**config.mk**
```make
export PLATFORM = sky130hd
export DESIGN_NAME = nmea_zda_framer
export DESIGN_NICKNAME = d
export VERILOG_FILES = /design/src/rtl/nmea_zda_framer.sv
export SDC_FILE = /design/constraint.sdc
export NUM_CORES = 1
export LEC_CHECK = 0
export CORE_MARGIN = 2
export CORE_UTILIZATION = 59
export CTS_CLUSTER_SIZE = 40
export DETAILED_ROUTE_END_ITERATION = 10
export PLACE_DENSITY = 0.83
export RECOVER_POWER = 25
export SLEW_MARGIN = 5
export SYNTH_ARGS = -nofsm -noshare
export SYNTH_HDL_FRONTEND = slang
export SYNTH_SLANG_ARGS = --single-unit
```
**constraint.sdc**
```tcl
create_clock -name clock -period 6.9 [get_ports clock]
set_input_delay 1.38 -clock clock [delete_from_list [all_inputs] [get_ports clock]]
set_output_delay 1.38 -clock clock [all_outputs]
set_load 0.01 [all_outputs]
```
**src/rtl/nmea_zda_framer.sv**
```systemverilog
// Splits $GPZDA sentences into fields 0..5 and checks the NMEA XOR checksum.
// Latency: one clock from an accepted byte to its response. No backpressure: every in_valid byte is consumed.
module nmea_zda_framer #(
  parameter int B      = 8,
  parameter int MAXLEN = 15
) (
  input  logic         clock,
  input  logic         reset,
  input  logic         in_valid,
  input  logic [B-1:0] in_data,
  output logic         field_start,
  output logic         field_load,
  output logic [B-1:0] field_data,
  output logic [2:0]   field_index,
  output logic         sentence_done,
  output logic         checksum_ok,
  output logic         error
);

  localparam logic [2:0] S_IDLE  = 3'd0;
  localparam logic [2:0] S_HDR   = 3'd1;
  localparam logic [2:0] S_FIELD = 3'd2;
  localparam logic [2:0] S_CKH   = 3'd3;
  localparam logic [2:0] S_CKL   = 3'd4;

  localparam logic [B-1:0] C_DOLLAR = 8'h24;
  localparam logic [B-1:0] C_COMMA  = 8'h2C;
  localparam logic [B-1:0] C_STAR   = 8'h2A;
  localparam logic [B-1:0] C_0      = 8'h30;
  localparam logic [B-1:0] C_9      = 8'h39;
  localparam logic [B-1:0] C_A      = 8'h41;
  localparam logic [B-1:0] C_F      = 8'h46;

  localparam logic [3:0] LEN_MAX = 4'(MAXLEN);
  localparam logic [2:0] LAST_FIELD = 3'd5;
  localparam logic [2:0] HDR_LAST = 3'd5;

  logic [2:0]   state;
  logic [2:0]   hdr_ptr;
  logic [B-1:0] csum;
  logic [3:0]   len;
  logic [3:0]   ck_hi;

  logic [B-1:0] hdr_char;
  logic         hex_vld;
  logic [3:0]   hex_nib;
  logic         in_sentence;

  always_comb begin
    case (hdr_ptr)
      3'd0:    hdr_char = 8'h47;  // G
      3'd1:    hdr_char = 8'h50;  // P
      3'd2:    hdr_char = 8'h5A;  // Z
      3'd3:    hdr_char = 8'h44;  // D
      3'd4:    hdr_char = 8'h41;  // A
      3'd5:    hdr_char = C_COMMA;
      default: hdr_char = 8'h00;
    endcase
  end

  // Only uppercase hex digits are legal in the checksum field.
  always_comb begin
    hex_vld = 1'b0;
    hex_nib = 4'h0;
    if (in_data >= C_0 && in_data <= C_9) begin
      hex_vld = 1'b1;
      hex_nib = in_data[3:0];
    end else if (in_data >= C_A && in_data <= C_F) begin
      hex_vld = 1'b1;
      hex_nib = in_data[3:0] + 4'd9;
    end
  end

  // A '$' only counts as an abort once the header has been accepted.
  assign in_sentence = (state == S_FIELD) || (state == S_CKH) || (state == S_CKL);

  always_ff @(posedge clock) begin
    if (reset) begin
      state         <= S_IDLE;
      hdr_ptr       <= 3'd0;
      csum          <= '0;
      len           <= 4'd0;
      ck_hi         <= 4'd0;
      field_start   <= 1'b0;
      field_load    <= 1'b0;
      field_data    <= '0;
      field_index   <= 3'd0;
      sentence_done <= 1'b0;
      checksum_ok   <= 1'b0;
      error         <= 1'b0;
    end else begin
      field_start   <= 1'b0;
      field_load    <= 1'b0;
      sentence_done <= 1'b0;
      checksum_ok   <= 1'b0;
      error         <= 1'b0;
      if (in_valid) begin
        field_data <= in_data;
        if (in_data == C_DOLLAR) begin
          error   <= in_sentence;
          state   <= S_HDR;
          hdr_ptr <= 3'd0;
          csum    <= '0;
        end else begin
          case (state)
            S_IDLE: begin
              state <= S_IDLE;
            end
            S_HDR: begin
              if (in_data == hdr_char) begin
                csum <= csum ^ in_data;
                if (hdr_ptr == HDR_LAST) begin
                  field_index <= 3'd0;
                  field_start <= 1'b1;
                  len         <= 4'd0;
                  state       <= S_FIELD;
                end else begin
                  hdr_ptr <= hdr_ptr + 3'd1;
                end
              end else begin
                state <= S_IDLE;
              end
            end
            S_FIELD: begin
              if (in_data == C_COMMA) begin
                if (field_index < LAST_FIELD) begin
                  csum        <= csum ^ in_data;
                  field_index <= field_index + 3'd1;
                  field_start <= 1'b1;
                  len         <= 4'd0;
                end else begin
                  error <= 1'b1;
                  state <= S_IDLE;
                end
              end else if (in_data == C_STAR) begin
                state <= S_CKH;
              end else if (len == LEN_MAX) begin
                error <= 1'b1;
                state <= S_IDLE;
              end else begin
                csum       <= csum ^ in_data;
                field_load <= 1'b1;
                len        <= len + 4'd1;
              end
            end
            S_CKH: begin
              if (hex_vld) begin
                ck_hi <= hex_nib;
                state <= S_CKL;
              end else begin
                error <= 1'b1;
                state <= S_IDLE;
              end
            end
            S_CKL: begin
              if (hex_vld) begin
                sentence_done <= 1'b1;
                checksum_ok   <= ({ck_hi, hex_nib} == csum);
              end else begin
                error <= 1'b1;
              end
              state <= S_IDLE;
            end
            default: begin
              state <= S_IDLE;
            end
          endcase
        end
      end
    end
  end

endmodule

```
==> summary.md, run 1 <==
| Metric | Value |
|---|---|
| Area post-placement | `2660 um2` |
| Fin crit share | `63.2%` |
| Slew HR | `21.3%` |
| Critical path, cell by cell | `dlygate4sd3_1 > clkbuf_1 > clkinv_1 > nor4_1 > nor2_1 > a211oi_1` |
| Slowest stage delay, CP | `1090 ps` |
| Ant. Diodes | `0` |
| Commonest non-fill, non-tap cell in the layout | `dfxtp_1` |
| Crit path launch | `in_valid` |
| Finished Cell Area | `2760 um2` |
| Min-delay worst type | `flop to flop` |
| Hold-fix buffers, CTS | `0` |
| Vias | `2,225` |
| DIE WIDTH | `67.8 um` |
| FF-to-FF path depth | `9` |
| Post-synthesis cell count | `286` |
| R2r startpoint | `hdr_ptr[1]$_SDFFE_PP0P_` |
| Worst-Skew Late Latency | `290 ps` |
| Syn-to-layout area delta | `14.9%` |
| Proportion of layout cells with a drive suffix above 1 | `6.51%` |
| #FFs+latches synth | `38` |
| CP Depth | `6` |
| WS Path Type | `input port to flop` |
| Hold WS | `493 ps` |
| Register area | `761 um2` |
| Required time worst endpoint | `7110 ps` |
| Final min period | `4360 ps` |
| First-pass iteration count of the detailed router | `5` |
| Max Slew Vio Count | `0` |
| Mean Syn Cell Area | `8.40 um2` |
| Netlist area before placement | `2400 um2` |
| GRT Total Usage | `27.7%` |
| Ports | `27` |
| DIE AREA | `4600 um2` |
| Worst-margin pin slew | `1170 ps` |
| Via-to-Cell Ratio | `6.23` |
| Initial core utilization | `60.5%` |
| CTS buffer count | `5` |
| Max stage delay cell, worst path | `nor4_1` |
| Synthesis Warnings | `0` |
| Core Region | `3970 um2` |
| Synth top area share | `31.7%` |
| Crit Reg-Reg Endpoint | `len[1]$_SDFFE_PP0P_` |
| Synth async-reset ratio | `0%` |
| Max-cap violations | `0` |
| RSZ-0062 raised after global routing | `false` |
| Num rows | `23` |
| Nets | `328` |
| WP data arrival | `4570 ps` |
| WL per Instance | `16.0 um` |
| Total grt overflow | `0` |
| Fin. Hold Viols | `0` |
| Post-synth EDFFs | `0` |
| # setup viols final | `0` |
| CP Buf/Inv Count | `3` |
| Worst vdd ir | `0.000145 V` |
| Clk sinks | `38` |
| Most frequent cells in the layout | `dfxtp_1, nor2_1, clkdlybuf4s50_1` |
| Fmax | `229 MHz` |
| Die H | `67.8 um` |
| Number of global-route vias before repair | `2,085` |
| Routed Antenna Nets | `0` |
| PostCTS Resize Cnt | `0` |
| Global-route wire length before repair | `9.60 mm` |
| Post-synth top area cell | `dfxtp_1` |
| DRC | `0` |
| Crit path max fanout | `18` |
| CTS root buf | `clkbuf_8` |
| Reg2reg setup slack | `3950 ps` |
| Antenna violations before repair | `0` |
| Initial DRC Count | `204` |
| Yosys cell types | `63` |
| Worst Setup EP | `ck_hi[0]$_SDFFE_PP0P_` |
| Power Density | `169 nW/um2` |
| Area of the multi-input gates | `1520 um2` |
| I/O Buffers | `26` |
| Nature of the critical path endpoint | `flop` |
| Top post-synthesis cells by area | `dfxtp_1, ha_1, nor2_1` |
| TNS Setup | `0 ps` |
| DRT Wirelength | `5.72 mm` |
| Post-detail-place hpwl | `4.13 mm` |
| H-tree levels | `2` |
| Largest net degree at the start of global routing | `28` |
| Max clock buf depth | `2` |
| Register area share after synthesis | `31.7%` |
| Filler cells | `318` |
| CTS tree | `yes` |
| Clock slew seen by the registers of the worst setup and hold paths | `70 ps` |
| RePlAce Congestion | `0.953` |
| Status | `finished, final reports clean` |
| Top_reg_cell synth | `dfxtp_1` |
| Setup Fix Bufs, Post-CTS | `0` |
| Clock skew | `3.97 ps` |
| Synthesized net count | `308` |
| P_leak | `0.00110 uW` |
| Crit-path leading delay family | `buffers and inverters` |
| Element type at the critical path start | `input port` |
## cell usage after synthesis (3+ instances only)
cell type / instances
nand4_1: 6
nand3_1: 7
clkbuf_1: 7
and3_1: 3
nor3b_2: 4
buf_6: 3
nand2b_1: 4
mux2i_1: 8
a31oi_1: 5
a211oi_1: 9
a21o_1: 9
o21ai_0: 11
nand2_1: 12
o31ai_1: 4
nor4_1: 5
inv_1: 10
xor2_1: 6
nor2_1: 33
xnor2_1: 6
nor3b_1: 3
nor3_1: 9
o21bai_1: 5
ha_1: 11
buf_1: 3
o22ai_1: 3
a21oi_1: 17
dfxtp_1: 38
nor2b_1: 4
## flip-flops by register name, indices dropped and copies added, names as in the netlist
signal,cells
len,4
field_load,1
error,1
ck_hi,4
csum,8
field_data,8
field_start,1
hdr_ptr,3
state,3
sentence_done,1
checksum_ok,1
field_index,3
## worst register-to-register path, cell delays in order (launching register included)
cell and delay (ps):
dfxtp_1 450, inv_1 140, ha_1 260, and3b_1 210, or3_1 320, a211oi_1 310
and4_1 340, a21oi_1 220, or4_1 500, a21oi_1 150
## kinds of logic after synthesis
kind of cell	synth area share, %
muxes	3.80
AOI/OAI and AO/OA	23.7
buffers and inverters	5.10
xor gates and xnor gates	4.37
adders and majority gates	5.73
and+or+nand+nor	25.6
DFF	31.7
## per-stage QoR
stage                     utilization [%]  cells  total power, uW  worst slack [ps]
after floorplan                         -    286              267              3290
after global placement               67.0    349              286              2500
after detailed placement             67.0    349              287              2380
after CTS                            69.6    357              471              2720
after global routing                 69.5    357              485              2270
final                                69.5    357              468              2540
## layer usage
layer | share of wire [%] | GRT usage, % | wire length, um
met5 | 0 | 0 | 0
met3 | 6.4 | 5.92 | 368
met1 | 44 | 34.8 | 2550
met2 | 47 | 46.8 | 2720
met4 | 1.6 | 10.0 | 93
## final cells by class
| type | count | area share [%] |
|---|---|---|
| tap | 50 | 2.27 |
| clock inverter | 1 | 1.09 |
| multi-input combinational | 222 | 55.0 |
| sequential | 38 | 27.5 |
| timing repair buffer | 28 | 9.83 |
| clock buffer | 7 | 2.76 |
| inverter | 11 | 1.50 |
## where the power goes
group          internal (uW)  switching, uW  total, uW
logic                   24.4           30.7       55.2
clock network            108           77.6        186
registers                224           3.42        227
total                    356            112        468
## worst min-delay path by stage
| stage | end | slack (ps) | start | cells after the start |
|---|---|---|---|---|
| after CTS | field_index[2]$_SDFFE_PP0P_ | 500 | field_index[2]$_SDFFE_PP0P_ | 2 |
| after global routing | len[0]$_SDFFE_PP0P_ | 530 | len[0]$_SDFFE_PP0P_ | 1 |
| after detailed placement | field_index[2]$_SDFFE_PP0P_ | 490 | field_index[2]$_SDFFE_PP0P_ | 2 |
| after floorplan | len[3]$_SDFFE_PP0P_ | 450 | len[3]$_SDFFE_PP0P_ | 2 |
| final | field_index[2]$_SDFFE_PP0P_ | 490 | field_index[2]$_SDFFE_PP0P_ | 2 |
| after global placement | field_data[0]$_SDFFE_PP0P_ | 480 | field_data[0]$_SDFFE_PP0P_ | 2 |
Note: power is estimated with default switching activity, not from simulation.
==> inputs of run 2 (changes only) <==
--- a/config.mk
+++ b/config.mk
@@ -6,10 +6,10 @@
 export NUM_CORES = 1
 export LEC_CHECK = 0
 export CORE_MARGIN = 2
-export CORE_UTILIZATION = 59
+export CORE_UTILIZATION = 56
 export CTS_CLUSTER_SIZE = 40
 export DETAILED_ROUTE_END_ITERATION = 10
-export PLACE_DENSITY = 0.83
+export PLACE_DENSITY = 0.8
 export RECOVER_POWER = 25
 export SLEW_MARGIN = 5
 export SYNTH_ARGS = -nofsm -noshare
==> constraint.sdc (replaced) <==
create_clock -name clock -period 4.28 [get_ports clock]
set_input_delay 0.856 -clock clock [delete_from_list [all_inputs] [get_ports clock]]
set_output_delay 0.856 -clock clock [all_outputs]
set_load 0.01 [all_outputs]
==> summary.md, run 2 (synthesized netlist as in run 1, its figures left out) <==
| Metric | Value |
|---|---|
| Setup Fix Bufs, Post-CTS | `0 (unchanged)` |
| H-tree levels | `2 (unchanged)` |
| Proportion of layout cells with a drive suffix above 1 | `8.06% (was 6.51%)` |
| PostCTS Resize Cnt | `0 (unchanged)` |
| Reg2reg setup slack | `1340 ps (was 3950 ps)` |
| Hold-fix buffers, CTS | `0 (unchanged)` |
| Top flop regs | `csum x8, field_data x8 (unchanged)` |
| Initial core utilization | `59.2% (was 60.5%)` |
| Ports | `27 (unchanged)` |
| RePlAce Congestion | `0.891 (was 0.953)` |
| Num rows | `23 (unchanged)` |
| Area of the multi-input gates | `1520 um2 (unchanged)` |
| Element type at the critical path start | `input port (unchanged)` |
| DRC | `0 (unchanged)` |
| Area post-placement | `2680 um2 (was 2660 um2)` |
| CTS buffer count | `5 (unchanged)` |
| # setup viols final | `0 (unchanged)` |
| Nature of the critical path endpoint | `flop (unchanged)` |
| Post-detail-place hpwl | `4.22 mm (was 4.13 mm)` |
| Design Power | `757 uW (was 468 uW)` |
| Max clock buf depth | `2 (unchanged)` |
| Syn-to-layout area delta | `16.0% (was 14.9%)` |
| Fmax | `288 MHz` |
| RSZ-0062 raised after global routing | `false (unchanged)` |
| DIE WIDTH | `69.5 um (was 67.8 um)` |
| DRT Wirelength | `5.77 mm (was 5.72 mm)` |
| Largest net degree at the start of global routing | `28 (unchanged)` |
| Die H | `69.5 um (was 67.8 um)` |
| Total grt overflow | `0 (unchanged)` |
| Register area | `761 um2 (unchanged)` |
| FF-to-FF path depth | `9 (unchanged)` |
| Post-placement cell count | `352 (was 349)` |
| Filler cells | `332 (was 318)` |
| Fin crit share | `81.0%` |
| Antenna violations before repair | `0 (unchanged)` |
| GRT Total Usage | `24.8% (was 27.7%)` |
| Status | `finished, final reports clean (unchanged)` |
| First-pass iteration count of the detailed router | `4 (was 5)` |
| Number of global-route vias before repair | `2,116 (was 2,085)` |
| Final Util | `68.7% (was 69.5%)` |
| Global-route wire length before repair | `9.83 mm (was 9.60 mm)` |
| Finished Cell Area | `2790 um2 (was 2760 um2)` |
| Hold_sp | `field_index[2]$_SDFFE_PP0P_ (unchanged)` |
| Final min period | `3470 ps` |
| Worst vdd ir | `0.000185 V (was 0.000145 V)` |
| Hold path depth | `2 (unchanged)` |
| Non-Filler Instances | `360 (was 357)` |
| Crit path max fanout | `13 (was 18)` |
| Vias | `2,238 (was 2,225)` |
| Most frequent cells in the layout | `dfxtp_1, nor2_1, clkdlybuf4s50_1 (unchanged)` |
| Fin. Hold Viols | `0 (unchanged)` |
| Via-to-Cell Ratio | `6.22 (was 6.23)` |
| Required time worst endpoint | `4520 ps (was 7110 ps)` |
| Routed Antenna Nets | `0 (unchanged)` |
| Clock slew seen by the registers of the worst setup and hold paths | `80 ps (was 70 ps)` |
| Initial DRC Count | `232 (was 204)` |
| Nets | `331 (was 328)` |
| TNS Setup | `0 ps (unchanged)` |
| Max Slew Vio Count | `0 (unchanged)` |
| Core Region | `4060 um2 (was 3970 um2)` |
| Clock skew | `8.61 ps (was 3.97 ps)` |
| Worst-margin pin slew | `969 ps (was 1170 ps)` |
| Commonest non-fill, non-tap cell in the layout | `dfxtp_1 (unchanged)` |
| Crit path launch | `in_data[0] (was in_valid)` |
| WS Path Type | `input port to flop (unchanged)` |
| Min-Delay Endpoint | `field_index[2]$_SDFFE_PP0P_ (unchanged)` |
| WP data arrival | `3710 ps (was 4570 ps)` |
| Slew HR | `35.4% (was 21.3%)` |
| P_leak | `0.00112 uW (was 0.00110 uW)` |
| R2r startpoint | `hdr_ptr[1]$_SDFFE_PP0P_ (unchanged)` |
| CTS root buf | `clkbuf_8 (unchanged)` |
| Worst-Skew Late Latency | `290 ps (about the same)` |
| Max-cap violations | `0 (unchanged)` |
| Min-delay worst type | `flop to flop (unchanged)` |
| CTS tree | `yes (unchanged)` |
| Crit Reg-Reg Endpoint | `state[0]$_SDFFE_PP0P_ (was len[1]$_SDFFE_PP0P_)` |
| Ant. Diodes | `0 (unchanged)` |
| Clk sinks | `38 (unchanged)` |
| Power Density | `272 nW/um2 (was 169 nW/um2)` |
| I/O Buffers | `26 (unchanged)` |
| WL per Instance | `16.0 um (about the same)` |
| DIE AREA | `4830 um2 (was 4600 um2)` |
## run 2: cell count changes in the layout (fill, tap and decap cells not counted), sizes merged
cell    delta
clkinv     +2
clkbuf     -2
buf        +3
## run 2: routing by layer
layer / up-vias / track usage, % / part of all wire (%)
li1: 1098 / - / -
met1: 1064 / 32.0 / 45
met2: 59 / 41.5 / 48
met3: 17 / 4.22 / 4.3
met4: 0 / 9.59 / 2.5
met5: - / 0 / 0
## run 2: stage by stage
step	hold slack, ps	setup slack (ps)
finish	500	813
CTS	499	818
floorplan	453	1190
global route	528	599
global placement	473	626
detailed placement	484	510
## run 2: worst max-delay path by stage
stage,slack (ps),to
5_1_grt,600,csum[7]$_SDFFE_PP0P_
6_report,810,csum[7]$_SDFFE_PP0P_
4_1_cts,820,csum[7]$_SDFFE_PP0P_
3_5_place_dp,510,csum[7]$_SDFFE_PP0P_
2_1_floorplan,1190,csum[2]$_SDFFE_PP0P_
3_3_place_gp,630,csum[7]$_SDFFE_PP0P_
## run 2: area by class of cell
type | instances | area share (%)
Timing Repair Buffer | 31 | 10.6
Multi-Input combinational cell | 222 | 54.5
Tap cell | 50 | 2.25
Clock inverter | 3 | 1.44
Inverter | 11 | 1.48
Clock buffer | 5 | 2.47
Sequential cell | 38 | 27.3
## run 2: report_power, final
part           internal (uW)  switching (uW)
clock network            172             129
logic                   40.2            50.6
registers                360            5.41
## run 2: worst max-delay path: stages
cell	delay, ps
clkdlybuf4s50_1	700
inv_1	160
ha_1	290
mux2_2	300
a31oi_1	220
nor3_1	90
or2_1	350
a211o_4	420
nor3b_1	210
a211o_1	110
